$ cat src/rtl/inst_encoder.sv
// RV32I instruction encoder: packs decoded fields into a 32-bit instruction word,
// rejects out-of-range immediates, and tags each legal word with an auto-incrementing address.
module inst_encoder #(
    parameter int                ADDR_W    = 32,
    parameter logic [ADDR_W-1:0] BASE_ADDR = 32'h0000_0000
) (
    input  logic              clk,
    input  logic              rst_n,
    input  logic              clear,
    input  logic              in_valid,
    output logic              in_ready,
    input  logic [2:0]        in_fmt,
    input  logic [6:0]        in_opcode,
    input  logic [4:0]        in_rd,
    input  logic [4:0]        in_rs1,
    input  logic [4:0]        in_rs2,
    input  logic [2:0]        in_funct3,
    input  logic [6:0]        in_funct7,
    input  logic [31:0]       in_imm,
    output logic              out_valid,
    input  logic              out_ready,
    output logic [31:0]       out_inst,
    output logic [ADDR_W-1:0] out_addr,
    output logic              err_valid,
    output logic [15:0]       err_count
);

    localparam logic [2:0] FMT_R   = 3'd0;
    localparam logic [2:0] FMT_I   = 3'd1;
    localparam logic [2:0] FMT_ISH = 3'd2;
    localparam logic [2:0] FMT_S   = 3'd3;
    localparam logic [2:0] FMT_SB  = 3'd4;
    localparam logic [2:0] FMT_U   = 3'd5;
    localparam logic [2:0] FMT_UJ  = 3'd6;

    logic              r_out_valid;
    logic [31:0]       r_out_inst;
    logic [ADDR_W-1:0] r_out_addr;
    logic [ADDR_W-1:0] r_next_addr;
    logic              r_err_valid;
    logic [15:0]       r_err_count;

    logic        w_accept;
    logic        w_legal;
    logic [31:0] w_inst;

    assign in_ready  = !clear && (!r_out_valid || out_ready);
    assign w_accept  = in_valid && in_ready;

    assign out_valid = r_out_valid;
    assign out_inst  = r_out_inst;
    assign out_addr  = r_out_addr;
    assign err_valid = r_err_valid;
    assign err_count = r_err_count;

    // Field packing and immediate range check for the request at the input.
    always_comb begin
        w_inst  = 32'h0000_0000;
        w_legal = 1'b0;
        case (in_fmt)
            FMT_R: begin
                w_inst  = {in_funct7, in_rs2, in_rs1, in_funct3, in_rd, in_opcode};
                w_legal = 1'b1;
            end
            FMT_I: begin
                w_inst  = {in_imm[11:0], in_rs1, in_funct3, in_rd, in_opcode};
                w_legal = (in_imm[31:11] == {21{in_imm[11]}});
            end
            FMT_ISH: begin
                w_inst  = {in_funct7, in_imm[4:0], in_rs1, in_funct3, in_rd, in_opcode};
                w_legal = (in_imm[31:5] == 27'd0);
            end
            FMT_S: begin
                w_inst  = {in_imm[11:5], in_rs2, in_rs1, in_funct3, in_imm[4:0], in_opcode};
                w_legal = (in_imm[31:11] == {21{in_imm[11]}});
            end
            FMT_SB: begin
                w_inst  = {in_imm[12], in_imm[10:5], in_rs2, in_rs1, in_funct3,
                           in_imm[4:1], in_imm[11], in_opcode};
                // 13-bit signed and even: [-4096, 4094]
                w_legal = (in_imm[31:12] == {20{in_imm[12]}}) && (in_imm[0] == 1'b0);
            end
            FMT_U: begin
                w_inst  = {in_imm[31:12], in_rd, in_opcode};
                w_legal = (in_imm[11:0] == 12'h000);
            end
            FMT_UJ: begin
                w_inst  = {in_imm[20], in_imm[10:1], in_imm[11], in_imm[19:12], in_rd, in_opcode};
                w_legal = (in_imm[31:20] == {12{in_imm[20]}}) && (in_imm[0] == 1'b0);
            end
            default: begin
                w_inst  = 32'h0000_0000;
                w_legal = 1'b0;
            end
        endcase
    end

    // Output word, address counter and error bookkeeping.
    always_ff @(posedge clk or negedge rst_n) begin
        if (!rst_n) begin
            r_out_valid <= 1'b0;
            r_out_inst  <= 32'h0000_0000;
            r_out_addr  <= BASE_ADDR;
            r_next_addr <= BASE_ADDR;
            r_err_valid <= 1'b0;
            r_err_count <= 16'h0000;
        end else if (clear) begin
            r_out_valid <= 1'b0;
            r_next_addr <= BASE_ADDR;
            r_err_valid <= 1'b0;
            r_err_count <= 16'h0000;
        end else begin
            r_err_valid <= w_accept && !w_legal;
            if (w_accept && w_legal) begin
                r_out_valid <= 1'b1;
                r_out_inst  <= w_inst;
                r_out_addr  <= r_next_addr;
                r_next_addr <= r_next_addr + ADDR_W'(3'd4);
            end else if (out_ready) begin
                r_out_valid <= 1'b0;
            end else begin
                r_out_valid <= r_out_valid;
            end
            if (w_accept && !w_legal && (r_err_count != 16'hFFFF)) begin
                r_err_count <= r_err_count + 16'd1;
            end else begin
                r_err_count <= r_err_count;
            end
        end
    end

endmodule

$ cat config.mk
export PLATFORM = sky130hd
export DESIGN_NAME = inst_encoder
export DESIGN_NICKNAME = d
export VERILOG_FILES = /design/src/rtl/inst_encoder.sv
export SDC_FILE = /design/constraint.sdc
export NUM_CORES = 1
export LEC_CHECK = 0
export BUFFER_PORTS_ARGS = -buffer_cell sky130_fd_sc_hd__buf_2
export CORE_AREA = 3 3 117 119
export DETAILED_ROUTE_END_ITERATION = 16
export DIE_AREA = 0 0 120 122
export PLACE_DENSITY_LB_ADDON = 0.1
export SLEW_MARGIN = 25
export SYNTH_ARGS = -nofsm -noshare
export SYNTH_HDL_FRONTEND = slang
export SYNTH_SLANG_ARGS = --single-unit
export TNS_END_PERCENT = 5
$ cat constraint.sdc
create_clock -name clk -period 3.5 [get_ports clk]
set_clock_uncertainty 0.2 [all_clocks]
set_input_delay 0.175 -clock clk [delete_from_list [all_inputs] [get_ports clk]]
set_output_delay 0.175 -clock clk [all_outputs]
set_load 0.05 [all_outputs]
== Word level (Yosys, flattened, before mapping) ==
Cells that the tools add are included.

* $add $sub $neg: 2
* $mul: 0
* Divide/modulo/power cells: 0
* Order comparisons: 0
* Equal/unequal tests: 10
* Shifts and indexed selects: 0
* Muxes and demuxes: 10
* Bitwise gates (word level): 2
* Reduce and logical (&&, ||, !) cells: 19

{| class="wikitable"
|+ Operators by type and width
! operator !! count
|-
| $pmux W32 S7 || 1
|-
| $mux W32 || 2
|-
| $add A32 B3 Y32 const B || 1
|-
| $mux W16 || 2
|-
| $logic_not A27 Y1 || 1
|-
| $eq A20 B20 Y1 || 1
|-
| $eq A19 B19 Y1 || 1
|-
| $add A16 B1 Y16 const B || 1
|-
| $ne A16 B16 Y1 const B || 1
|-
| $logic_not A12 Y1 || 1
|-
| $eq A11 B11 Y1 || 1
|-
| $eq A3 B3 Y1 const B || 3
|-
| $logic_and A1 B1 Y1 || 7
|-
| $eq A3 B2 Y1 const B || 2
|-
| $pmux W1 S6 || 1
|-
| $mux W1 || 4
|-
| $reduce_bool A2 Y1 || 2
|-
| $eq A3 B1 Y1 const B || 1
|-
| $logic_not A1 Y1 || 3
|-
| $logic_not A3 Y1 || 1
|-
| $reduce_bool A3 Y1 || 1
|-
| $not A1 Y1 || 2
|-
| $reduce_and A2 Y1 || 1
|-
| $reduce_or A2 Y1 || 1
|-
| $logic_or A1 B1 Y1 || 1
|}

* Register bits after elaboration: 114
* Bits in latches: 0
* Memory bits (writable): 0
* ROM bits: 0
* Input bits: 72
* Output and inout bits: 83
* Word-level logic and storage cells: 49
* Memories kept: 0

== Longest topological paths before layout ==
Gate-level depths: netlist of run 1.

* Word-level depth: 8
* Gate-level depth with buffers: 11
* Mapped depth without buffers: 9

== Worst setup path after synthesis of run 1 ==
Ideal clock, no wire load.

* Path kind: flip-flop to flip-flop
* Start: register r_out_valid, in the netlist out_valid
* End: register r_err_count[7], in the netlist err_count[7]
* Setup time: 120 ps
* Arrival time: 2937 ps
* Required time: 3180 ps
* Setup slack: 243 ps
* Cell stages (with the launch flop): 9
* Path buffers: 1
* Clock period less this slack: 3257 ps
* Cell sequence: dfrtp_1 > nor2b_1 > nor2_1 > and2_1 > clkbuf_1 > nand2_1 > or3_1 > o311a_1 > a31o_2

* Longest elaborated chain between the ends: 7

{| class="wikitable"
|+ RTL lines
! item !! RTL line !! text
|-
| start: declaration || 36 || <nowiki>logic r_out_valid;</nowiki>
|-
| start signal: assignment || 122 || <nowiki>r_out_valid <= r_out_valid;</nowiki>
|-
| $logic_not A1 Y1 || 47 || <nowiki>assign in_ready = !clear && (!r_out_valid || out_ready);</nowiki>
|-
| $logic_or A1 B1 Y1 || 47 ||
|-
| $logic_and A1 B1 Y1 || 47 ||
|-
| via in_ready || 11 || <nowiki>output logic in_ready,</nowiki>
|-
| $logic_and A1 B1 Y1 || 48 || <nowiki>assign w_accept = in_valid && in_ready;</nowiki>
|-
| $logic_and A1 B1 Y1 (2 in series) || 124 || <nowiki>if (w_accept && !w_legal && (r_err_count != 16'hFFFF)) begin</nowiki>
|-
| $reduce_bool A2 Y1 (no source line) || -- ||
|-
| end signal: assignment || 125 || <nowiki>r_err_count <= r_err_count + 16'd1;</nowiki>
|-
| end signal: assignment || 127 || <nowiki>r_err_count <= r_err_count;</nowiki>
|-
| end: declaration || 41 || <nowiki>logic [15:0] r_err_count;</nowiki>
|}

The timed path passes the listed nets, and every way through them passes these cells.
A chain may end at the register's enable or synchronous reset.

== Worst setup path after layout of run 1 ==
* Start: register r_err_count[0], in the netlist err_count[0]
* End: register r_err_count[13], in the netlist err_count[13]

* Longest elaborated chain between the ends: 3
* Elaborated cells between the ends (all ways): 6
* Those cells by class: 1 x add/sub; 1 x eq/ne; 2 x mux; 2 x reduce/logical

{| class="wikitable"
|+ RTL lines
! item !! RTL line
|-
| $add A16 B1 Y16 / $ne A16 B16 Y1 (equally long branches) || 125, 124
|-
| $mux W16 / $logic_and A1 B1 Y1 (equally long branches) || 124
|-
| $mux W16 / $reduce_bool A2 Y1 (equally long branches) || --
|}

Several ways; a longest one is shown, not always the timed one. The select of a mux whose other input is x is not followed.

==> reports/results.ini, run 1 <==
[cts]
clock-sinks=110
insertion_delay_ns=0.35
cts.path.max_buffers=2
cts_inserted_buffers=9
cts-root-buf=clkbuf_16
clkSlewWorstSetupHoldPaths_ns=0.07
cts_tree=built
cts_max_level=3
post-cts-setup-buffers=0

[grt]
grt_usage=0.200
grt_pass1_wl_um=23600
grt_max_degree=62
antenna_found_initial=0
grt_overflow=0
grt_pass1_vias=4790

[sta]
fin_crit_sh=0.817
max_slew_margin=0.363
hold_viol=0
final-setup-viol-count=0
drv_slew=0
max_freq_mhz=350
fin_ws_ns=0.640
tightest_slew_ns=0.951
rsz0062_at_grt=no
period_needed_ns=2.86
fin_setup_tns_ns=0

[detailed_routing]
routed-via-count=5073
dr_wl_met3_um=875
drc=0
drt_iter0_markers=332
ant_nets=0
wl_per_cell_um=15.6
viasPerCell=5.42
first_pass_iters=4
routedLengthMet1_um=6440
wl_met2_um=7050
topRoutingLayerUsed=met4
wl_um=14600

[worst_hold_path]
min-delay-path-class=in -> reg

[floorplan]
die-width_um=120
die_height_um=122
io_pins=155
num_rows=41
dieArea_mm2=0.0146
core_area_mm2=0.0127
start_util=0.450

[place]
dp_slack_ns=0.421
place_hpwl_um=10500
gp_congestion=0.871
port_buffers=152
dp_cells=889

[worst_setup_path]
cp.required_ns=3.54
cp_cell_sequence=ha_1, nand4_1, nor4_1, nand3_1, nand2_1, nor3_2, nor2_1, a221o_1
crit_arrival_ns=2.90
cp_max_fo=16
cp-end-kind=flop
cp_top_family=simple AND/OR/NAND/NOR gates
critical-path-slowest-cell=nor3_2
start_kind=flop
crit_type=reg -> reg
rrSetupSlack_ns=0.64
path_buf_inv=0
critPathMaxStageDelay_ns=0.74

[logic_synthesis]
async_reset_ff_frac=1.00
yosysSeqAreaShare=0.482
netlist_area_mm2=0.00571
ys_ff_latch=110
syn_inst=589
synth_edf_count=0
yosysWarnings=0
synth_flop_cell=dfrtp_1
ys_types=60
syn_avg_cell_area_um2=9.69

[power]
combPwrFrac=0.247
seqPwrFrac=0.446
power_switching_share=0.341
p_leak_nw=3.52
power_frac_clock=0.307
total_power_mw=3.19
p_int_mw=2.10
p_sw_mw=1.09
p_per_area_mw_per_mm2=441
ir_worst_vdd_uv=380

[flow_run]
maxCapViolations=0

[final_layout]
final_cells=936
areaGrowthSynthToFinish_pct=26.7
final_util=0.571
nNetsFinal=834
diodes=0
drive_gt1_frac=0.298

[outcome]
outcome=complete, no violations

-- worst paths after layout --
| path | start | endpoint | cells after the start |
|---|---|---|---|
| setup / recovery | err_count[0]$_DFFE_PN0P_ | err_count[13]$_DFFE_PN0P_ | 8 |
| hold / removal | in_imm[4] | out_inst[11]$_DFFE_PN0P_ | 3 |
| setup reg to reg | err_count[0]$_DFFE_PN0P_ | err_count[13]$_DFFE_PN0P_ | 8 |
| hold reg to reg | out_inst[21]$_DFFE_PN0P_ | out_inst[21]$_DFFE_PN0P_ | 2 |
| max in group asynchronous | rst_n | out_inst[31]$_DFFE_PN0P_ | 3 |
| min in group asynchronous | rst_n | r_next_addr[4]$_DFFE_PN0P_ | 2 |
-- metal layers --
layer  global-route usage  vias up
li1                     -     2484
met1                0.264     2433
met2                0.325      138
met3               0.0464       18
met4               0.0709        0
met5                    0        -
-- sequential cells by signal (all words and copies together), names as in the netlist --
register	flops
err_count	16
err_valid	1
out_addr	30
out_inst	32
out_valid	1
r_next_addr	30
-- cell usage after synthesis (12+ instances only) --
master | count | share of area
inv_1 | 18 | 0.012
nor2b_1 | 12 | 0.013
nand3_1 | 22 | 0.019
dfrtp_1 | 110 | 0.48
or3_1 | 17 | 0.019
a22oi_1 | 12 | 0.016
nand4_1 | 12 | 0.013
mux2i_1 | 15 | 0.026
nor2_1 | 32 | 0.021
o21ai_0 | 61 | 0.054
nand2_1 | 64 | 0.042
clkbuf_1 | 22 | 0.014
a21oi_1 | 39 | 0.034
mux2_2 | 42 | 0.083
-- timing repair --
| item | in CTS | in global routing |
|---|---|---|
| endpoints found under the setup margin | 0 | 0 |
| resized for setup | 0 | 0 |
| hold buffers | 31 | 0 |
| endpoints found under the hold margin | 71 | 0 |
-- area by class of cell --
| class | count | area, um2 |
|---|---|---|
| clock buffers | 12 | 256 |
| clock inverters | 4 | 28.8 |
| fillers | 1161 | 5440 |
| inverters | 18 | 67.6 |
| multi-input cells | 431 | 2750 |
| flip-flops and latches | 110 | 2750 |
| well taps | 172 | 215 |
| repair buffers | 189 | 1160 |
-- layout by cell type (no fill, tap or decap), types with 11 or more instances in the layout --
master and n:
dlygate4sd3_1 31, dfrtp_1 110, mux2_2 42, a21oi_1 39, a22oi_1 12, nand2_1 64
nor2_1 32, and3_1 11, o21ai_0 61, mux2i_1 15, or3_1 17, buf_2 151
nand4_1 12, inv_1 18, nand3_1 22, nor2b_1 12
-- cell families (layout without fill, tap and decap cells) --
| kind of cell | after synthesis | in the layout | synth area share |
|---|---|---|---|
| AO/OA/AOI/OAI | 150 | 150 | 0.160 |
| XOR/XNOR | 5 | 5 | 0.00768 |
| adder cells (fa/ha/maj) | 3 | 3 | 0.00658 |
| buffers and inverters | 49 | 223 | 0.0357 |
| flip-flops | 110 | 110 | 0.482 |
| multiplexers | 57 | 57 | 0.109 |
| other | 1 | 2 | 0.000657 |
| AND/OR/NAND/NOR | 214 | 214 | 0.198 |
-- tightest hold or removal path, stage by stage --
cell and delay (ns):
buf_2 0.14, a22oi_1 0.09, o21ai_0 0.13
-- metrics by stage --
step,cell area (um2),hold slack (ns)
floorplan,5710,-0.321
global placement,6630,0.0498
detailed placement,6630,0.0518
CTS,7230,0.00867
global route,7230,0.0475
finish,7230,0.0264
-- power by group through the flow --
stage,sequential (mW),clock [mW],combinational [mW]
final,1.42,0.979,0.787
after global routing,1.44,1.07,0.842
after CTS,1.43,1.01,0.792
after detailed placement,1.45,0,0.761
after global placement,1.44,0,0.755
after floorplan,1.78,0,0.178
Power figures use the tool's default switching activity.
==> run 2, diff against run 1 <==
--- a/config.mk
+++ b/config.mk
@@ -5,10 +5,11 @@
 export SDC_FILE = /design/constraint.sdc
 export NUM_CORES = 1
 export LEC_CHECK = 0
+export ABC_AREA = 1
 export BUFFER_PORTS_ARGS = -buffer_cell sky130_fd_sc_hd__buf_2
-export CORE_AREA = 3 3 117 119
+export CORE_AREA = 3 3 123 125
 export DETAILED_ROUTE_END_ITERATION = 16
-export DIE_AREA = 0 0 120 122
+export DIE_AREA = 0 0 126 128
 export PLACE_DENSITY_LB_ADDON = 0.1
 export SLEW_MARGIN = 25
 export SYNTH_ARGS = -nofsm -noshare
==> constraint.sdc (replaced) <==
create_clock -name clk -period 2.5 [get_ports clk]
set_clock_uncertainty 0.2 [all_clocks]
set_input_delay 0.125 -clock clk [delete_from_list [all_inputs] [get_ports clk]]
set_output_delay 0.125 -clock clk [all_outputs]
set_load 0.05 [all_outputs]
==> run 2 against run 1 <==
Compared with the run above: routed wire length up 22%; clock power is 46% higher; via count up 20%; largest power group unchanged.
==> reports/results.ini, run 2 <==
[final_layout]
largest_reg_flops=32  ; unchanged
diodes=0  ; unchanged
areaGrowthSynthToFinish_pct=27.5
mostFrequentLayoutCell=nand2_1
nNetsFinal=1116  ; +34%
final_cell_mix=nand2_1, buf_2, dfrtp_1, nor2_1, inv_1
final_cell_area_mm2=0.00801  ; +11%
drive_gt1_frac=0.195  ; -0.103
final_cells=1226  ; +31%

[floorplan]
core_area_mm2=0.0140  ; +10%
die_height_um=128  ; +4.9%
dieArea_mm2=0.0161  ; +10%
start_util=0.449  ; -0.00109
num_rows=43  ; +4.9%
io_pins=155  ; unchanged
die-width_um=126  ; +5.0%

[worst_setup_path]
critPathMaxStageDelay_ns=0.55  ; -0.19 ns
cp_cell_sequence=dlygate4sd3_1, buf_2, nor2_1, nand2_1, nor2_1, nand3_1, nor2_2, nor2_4, nand3_4, nand2_4, buf_4, o21ai_0, nor2_1
path_common_cell=nor2_1
cp_max_fo=34  ; +18
start_kind=input pin
path_buf_inv=3  ; +3
crit_arrival_ns=2.34  ; -0.56 ns
critical-path-slowest-cell=dlygate4sd3_1
crit_type=in -> reg
cp.required_ns=2.54  ; -1.00 ns
cp_top_family=simple AND/OR/NAND/NOR gates
cp-end-kind=flop

[logic_synthesis]
ys_types=44  ; -27%
yosysWarnings=0  ; unchanged
ys_ff_latch=110  ; unchanged
netlist.area_leader.share=0.438  ; -0.0444
synth_edf_count=0  ; unchanged
netlist_area_mm2=0.00628  ; +10%
synth_area_leader_cell=dfrtp_1
synth_common_cells=nand2_1, dfrtp_1, nor2_1
syn_inst=847  ; +44%
yosysMostFrequentCell=nand2_1
yosysSeqAreaShare=0.438  ; -0.0444
async_reset_ff_frac=1.00  ; unchanged
synth_flop_cell=dfrtp_1
synth_area_leaders=dfrtp_1, nand2_1, nor2_1
syn_avg_cell_area_um2=7.42  ; -23%

[detailed_routing]
routed-via-count=6088  ; +20%
drc=0  ; unchanged
wl_per_cell_um=14.5  ; -7.2%
wl_um=17800  ; +22%
ant_nets=0  ; unchanged
first_pass_iters=5  ; +1
viasPerCell=4.97  ; -8.4%
drt_iter0_markers=319  ; -3.9%

[power]
ir_worst_vdd_uv=313  ; -18%
p_leak_nw=4.18  ; +19%
p_per_area_mw_per_mm2=569  ; +29%
total_power_mw=4.56  ; +43%

[place]
place_area_mm2=0.00721  ; +8.8%
gp_congestion=0.951  ; +9.1%
place_hpwl_um=12900  ; +23%
dp_slack_ns=0.391  ; -0.0300 ns
port_buffers=152  ; unchanged
dp_cells=1159  ; +30%

[cts]
cts_tree=built
cts_max_level=3  ; unchanged
clkSlewWorstSetupHoldPaths_ns=0.08  ; about the same
cts-root-buf=clkbuf_16
insertion_delay_ns=0.35  ; about the same
cts.path.max_buffers=2  ; unchanged
clock-sinks=110  ; unchanged
cts_inserted_buffers=9  ; unchanged

[sta]
max_freq_mhz=436
tightest_slew_ns=0.709  ; -0.242 ns
fin_setup_tns_ns=0  ; unchanged
max_slew_margin=0.523  ; +0.160
final-setup-viol-count=0  ; unchanged
drv_slew=0  ; unchanged
rsz0062_at_grt=no
hold_viol=0  ; unchanged
fin_crit_sh=0.918
fin_ws_ns=0.204  ; -0.436 ns
period_needed_ns=2.30

[grt]
grt_usage=0.223  ; +0.0228
grt_pass1_wl_um=29300  ; +24%
grt_use_met1=0.297  ; +0.0327
grt_pass1_vias=5980  ; +25%
met2_usage=0.377  ; +0.0526
grt_overflow=0  ; unchanged
gr-usage-met3=0.0292  ; -0.0173
grt_max_degree=66  ; +6.5%
busiest_layer=met2
antenna_found_initial=0  ; unchanged

[worst_hold_path]
min-delay-path-class=in -> reg

[outcome]
outcome=complete, no violations

[flow_run]
maxCapViolations=0  ; unchanged

-- run 2: cell types whose count changed after synthesis, moves of 15 or more --
cell     before  now
a21oi_1      39   15
mux2i_1      15    0
nor2_1       32   98
inv_1        18   66
xor2_1        4   32
o21ai_0      61   40
mux2_2       42    0
nand2_1      64  287
or3_1        17    0
nand3_1      22   63
-- run 2: worst register-to-register path, delay by kind of cell, from the launching register on --
family,cells,cell delay (ns)
buffers and inverters,1,0.09
xor gates and xnor gates,1,0.18
adders and majority gates,1,0.22
and+or+nand+nor,4,0.86
AOI/OAI and AO/OA,1,0.07
DFF,1,0.39
-- run 2: repair_timing --
action | 4_1_cts | 5_1_grt
resized for setup | 0 | 1
endpoints found under the hold margin | 144 | 0
buffers inserted | 0 | 0
setup endpoints to repair | 0 | 1
hold buffers | 51 | 0
-- run 2: logic make-up (layout without fill, tap and decap cells) --
family / after synthesis / count (layout) / share of synthesized area
AND/OR/NAND/NOR: 506 / 506 / 0.348
flip-flops: 110 / 110 / 0.438
buffers and inverters: 101 / 299 / 0.0731
AO/OA/AOI/OAI: 89 / 89 / 0.0824
XOR/XNOR: 37 / 37 / 0.0516
adder cells (fa/ha/maj): 3 / 3 / 0.00597
other: 1 / 2 / 0.000597
-- run 2: report_power, final --
group	total [mW]	internal [mW]	switching, mW
Sequential	1.99	1.91	0.0764
Clock	1.43	0.776	0.650
Combinational	1.14	0.312	0.832
Total	4.56	3.00	1.56
-- run 2: layer usage --
metal  wire [um]  vias to the layer above
met5           0                        -
met4         299                        0
met3         798                       20
met2        8580                      170
met1        8100                     2796
li1            -                     3102
-- run 2: path summary, 6_finish.rpt --
| check | startpoint | to | slack [ns] | cells after the start |
|---|---|---|---|---|
| max in group asynchronous | rst_n | out_addr[3]$_DFFE_PN0P_ | 1.29 | 3 |
| worst max-delay path | in_imm[19] | r_next_addr[2]$_DFFE_PN0P_ | 0.20 | 13 |
| min in group asynchronous | rst_n | out_inst[11]$_DFFE_PN0P_ | 0.03 | 2 |
| worst min-delay path | in_rs1[2] | out_inst[17]$_DFFE_PN0P_ | 0.02 | 5 |
| worst min register to register | out_inst[6]$_DFFE_PN0P_ | out_inst[6]$_DFFE_PN0P_ | 0.28 | 2 |
| worst max register to register | r_next_addr[2]$_DFFE_PN0P_ | r_next_addr[16]$_DFFE_PN0P_ | 0.42 | 8 |
-- run 2: metrics by stage --
stage / util / hold slack [ns]
floorplan: - / -0.371
global placement: 0.516 / -0.129
detailed placement: 0.516 / -0.126
CTS: 0.573 / 0.00202
global route: 0.573 / 0.0455
finish: 0.573 / 0.0175
-- run 2: final cells by class --
class	instances	area, um2
well taps	180	225
clock buffers	12	236
fillers	1363	5980
multi-input cells	637	3080
clock inverters	4	47.5
repair buffers	214	1410
flip-flops and latches	110	2750
inverters	69	264
==> run 3, diff against run 2 <==
--- a/config.mk
+++ b/config.mk
@@ -10,7 +10,7 @@
 export CORE_AREA = 3 3 123 125
 export DETAILED_ROUTE_END_ITERATION = 16
 export DIE_AREA = 0 0 126 128
-export PLACE_DENSITY_LB_ADDON = 0.1
+export PLACE_DENSITY_LB_ADDON = 0.08
 export SLEW_MARGIN = 25
 export SYNTH_ARGS = -nofsm -noshare
 export SYNTH_HDL_FRONTEND = slang
==> run 3 against run 2 <==
Compared with the run above: design area rose by 1.2%; global-route usage rose by 0.41 points; routed wire length rose by 0.42%; die area did not move; sequential power barely moved; clock-buffer cell count fell by 2; maximum frequency fell by 1.4%; first-iteration DRC count rose by 6.6%.
==> reports/results.ini, run 3 (synthesis results as in run 2) <==
[worst_hold_path]
worstHoldStart=in_rd[0]
min-delay-path-class=in -> reg
hold_depth=5  ; unchanged
worstHoldEndpoint=out_inst[7]$_DFFE_PN0P_

[detailed_routing]
first_pass_iters=5  ; unchanged
ant_nets=0  ; unchanged
viasPerCell=5.02  ; +1.1%
drt_iter0_markers=340  ; +6.6%
routed-via-count=6174  ; +1.4%
wl_um=17800  ; +0.42%
drc=0  ; unchanged
wl_per_cell_um=14.5  ; about the same

[worst_setup_path]
r2r-end=err_count[12]$_DFFE_PN0P_
critPathMaxStageDelay_ns=0.53  ; -0.02 ns
cp.required_ns=2.54  ; about the same
crit_type=in -> reg
cp-end-kind=flop
rrSetupSlack_ns=0.37  ; -0.05 ns
cp_max_fo=18  ; -47%
cp_cell_sequence=dlygate4sd3_1, buf_2, inv_1, ha_1, nand2_1, nor2_1, nand3b_1, nor2_2, nor2_4, nand3_4, nand2_4, clkinv_2, buf_12, nor2_1, nor2_1
crit_arrival_ns=2.37  ; +0.03 ns
crit-reg2reg-launch=err_count[0]$_DFFE_PN0P_
start_kind=input pin
critical-path-slowest-cell=dlygate4sd3_1
path_common_cell=nor2_1
reg2reg_depth=7  ; -1

[grt]
grt_pass1_wl_um=30000  ; +2.2%
grt_usage=0.227  ; +0.00407
gr-usage-met3=0.0338  ; +0.00458
grt_overflow=0  ; unchanged
met2_usage=0.392  ; +0.0144
antenna_found_initial=0  ; unchanged
grt_max_degree=68  ; +3.0%
busiest_layer=met2
grt_use_met1=0.298  ; +0.000669
grt_pass1_vias=5981  ; +0.017%

[power]
p_leak_nw=4.22  ; +0.94%
ir_worst_vdd_uv=371  ; +18%
p_per_area_mw_per_mm2=583  ; +2.6%

[floorplan]
die-width_um=126  ; unchanged
num_rows=43  ; unchanged
die_height_um=128  ; unchanged
core_area_mm2=0.0140  ; unchanged
io_pins=155  ; unchanged
start_util=0.449  ; unchanged
dieArea_mm2=0.0161  ; unchanged

[sta]
drv_slew=0  ; unchanged
fin_setup_tns_ns=0  ; unchanged
fin_crit_sh=0.931  ; +0.0126
final-setup-viol-count=0  ; unchanged
hold_viol=0  ; unchanged
tightest_slew_ns=0.568  ; -0.140 ns
max_slew_margin=0.617  ; +0.0947
rsz0062_at_grt=no
max_freq_mhz=430  ; -1.4%
period_needed_ns=2.33  ; +0.0316 ns

[final_layout]
diodes=0  ; unchanged
areaGrowthSynthToFinish_pct=29.0
n_fill_cell=1398  ; +2.6%
final_cells=1230  ; +0.33%
final_cell_mix=nand2_1, buf_2, dfrtp_1, nor2_1, inv_1
mostFrequentLayoutCell=nand2_1
drive_gt1_frac=0.199  ; +0.00402
nNetsFinal=1120  ; +0.36%
largest_reg_flops=32  ; unchanged

[place]
gp_congestion=0.904  ; -4.9%
place_hpwl_um=12900  ; -0.17%
port_buffers=152  ; unchanged
dp_cells=1161  ; +0.17%

[cts]
cts.path.max_buffers=2  ; unchanged
cts_max_level=3  ; unchanged
cts_tree=built
insertion_delay_ns=0.35  ; about the same
cts_inserted_buffers=9  ; unchanged
clock-sinks=110  ; unchanged
clkSlewWorstSetupHoldPaths_ns=0.08  ; about the same
cts-root-buf=clkbuf_16

[outcome]
outcome=complete, no violations

[flow_run]
maxCapViolations=0  ; unchanged

[run 3: cell types whose count changed in the layout (fill, tap and decap cells not counted), sizes merged]
| cell | delta |
|---|---|
| bufinv | +1 |
| dlygate4sd3 | +2 |
| buf | +2 |
| clkinvlp | +1 |
| clkbuf | -2 |
[run 3: routing by layer]
layer | routed length (um) | vias up
met5 | 0 | -
met2 | 8850 | 159
li1 | - | 3100
met1 | 7920 | 2898
met4 | 288 | 0
met3 | 797 | 17
[run 3: where the power goes]
group | total, mW | internal, mW | switching [mW] | leakage (nW)
clock | 1.59 | 0.912 | 0.679 | 0.155
sequential | 1.99 | 1.91 | 0.0775 | 1.50
combinational | 1.15 | 0.319 | 0.832 | 2.57
[run 3: what timing repair did]
action                                 in CTS  in global routing
hold buffers                               53                  0
setup endpoints to repair                   0                  1
buffers inserted                            0                  0
endpoints found under the hold margin      92                  0
gates resized for setup                     0                  1
[run 3: per-stage QoR]
stage          setup WS (ns)  hold slack (ns)  total power [mW]  utilization  area [um2]
3_5_place_dp           0.352          -0.0421              3.09        0.518        7240
5_1_grt             0.000615           0.0356              4.94        0.579        8110
2_1_floorplan          0.154           -0.371              2.75            -        6290
6_report               0.173           0.0331              4.73        0.579        8110
3_3_place_gp           0.373          -0.0421              3.09        0.518        7240
4_1_cts                0.207           0.0122              4.77        0.579        8100
[run 3: layout make-up]
cell class | count | area, um2 | area share
Multi-Input combinational cell | 637 | 3080 | 0.380
Sequential cell | 110 | 2750 | 0.340
Timing Repair Buffer | 218 | 1450 | 0.179
Inverter | 69 | 263 | 0.0324
Clock buffer | 10 | 239 | 0.0295
Tap cell | 180 | 225 | 0.0278
Clock inverter | 6 | 92.6 | 0.0114
[run 3: how the worst max path moves through the flow]
stage                          start                           to  slack [ns]  depth (start not counted)
6_report                  in_imm[11]   r_next_addr[2]$_DFFE_PN0P_        0.17                         15
5_1_grt                   in_imm[11]  r_next_addr[17]$_DFFE_PN0P_      0.0006                         15
4_1_cts                   in_imm[11]   r_next_addr[2]$_DFFE_PN0P_        0.21                         15
3_5_place_dp              in_imm[20]  r_next_addr[18]$_DFFE_PN0P_        0.35                         13
3_3_place_gp               in_fmt[0]  r_next_addr[18]$_DFFE_PN0P_        0.37                         11
2_1_floorplan  out_valid$_DFFE_PN0P_     out_inst[25]$_DFFE_PN0P_        0.15                          8
[run 3: worst max-delay path, delay by kind of cell]
kind | cells | cell delay, ns
adder cells (fa/ha/maj) | 1 | 0.20
buffers and inverters | 5 | 1.26
AND/OR/NAND/NOR | 9 | 0.79
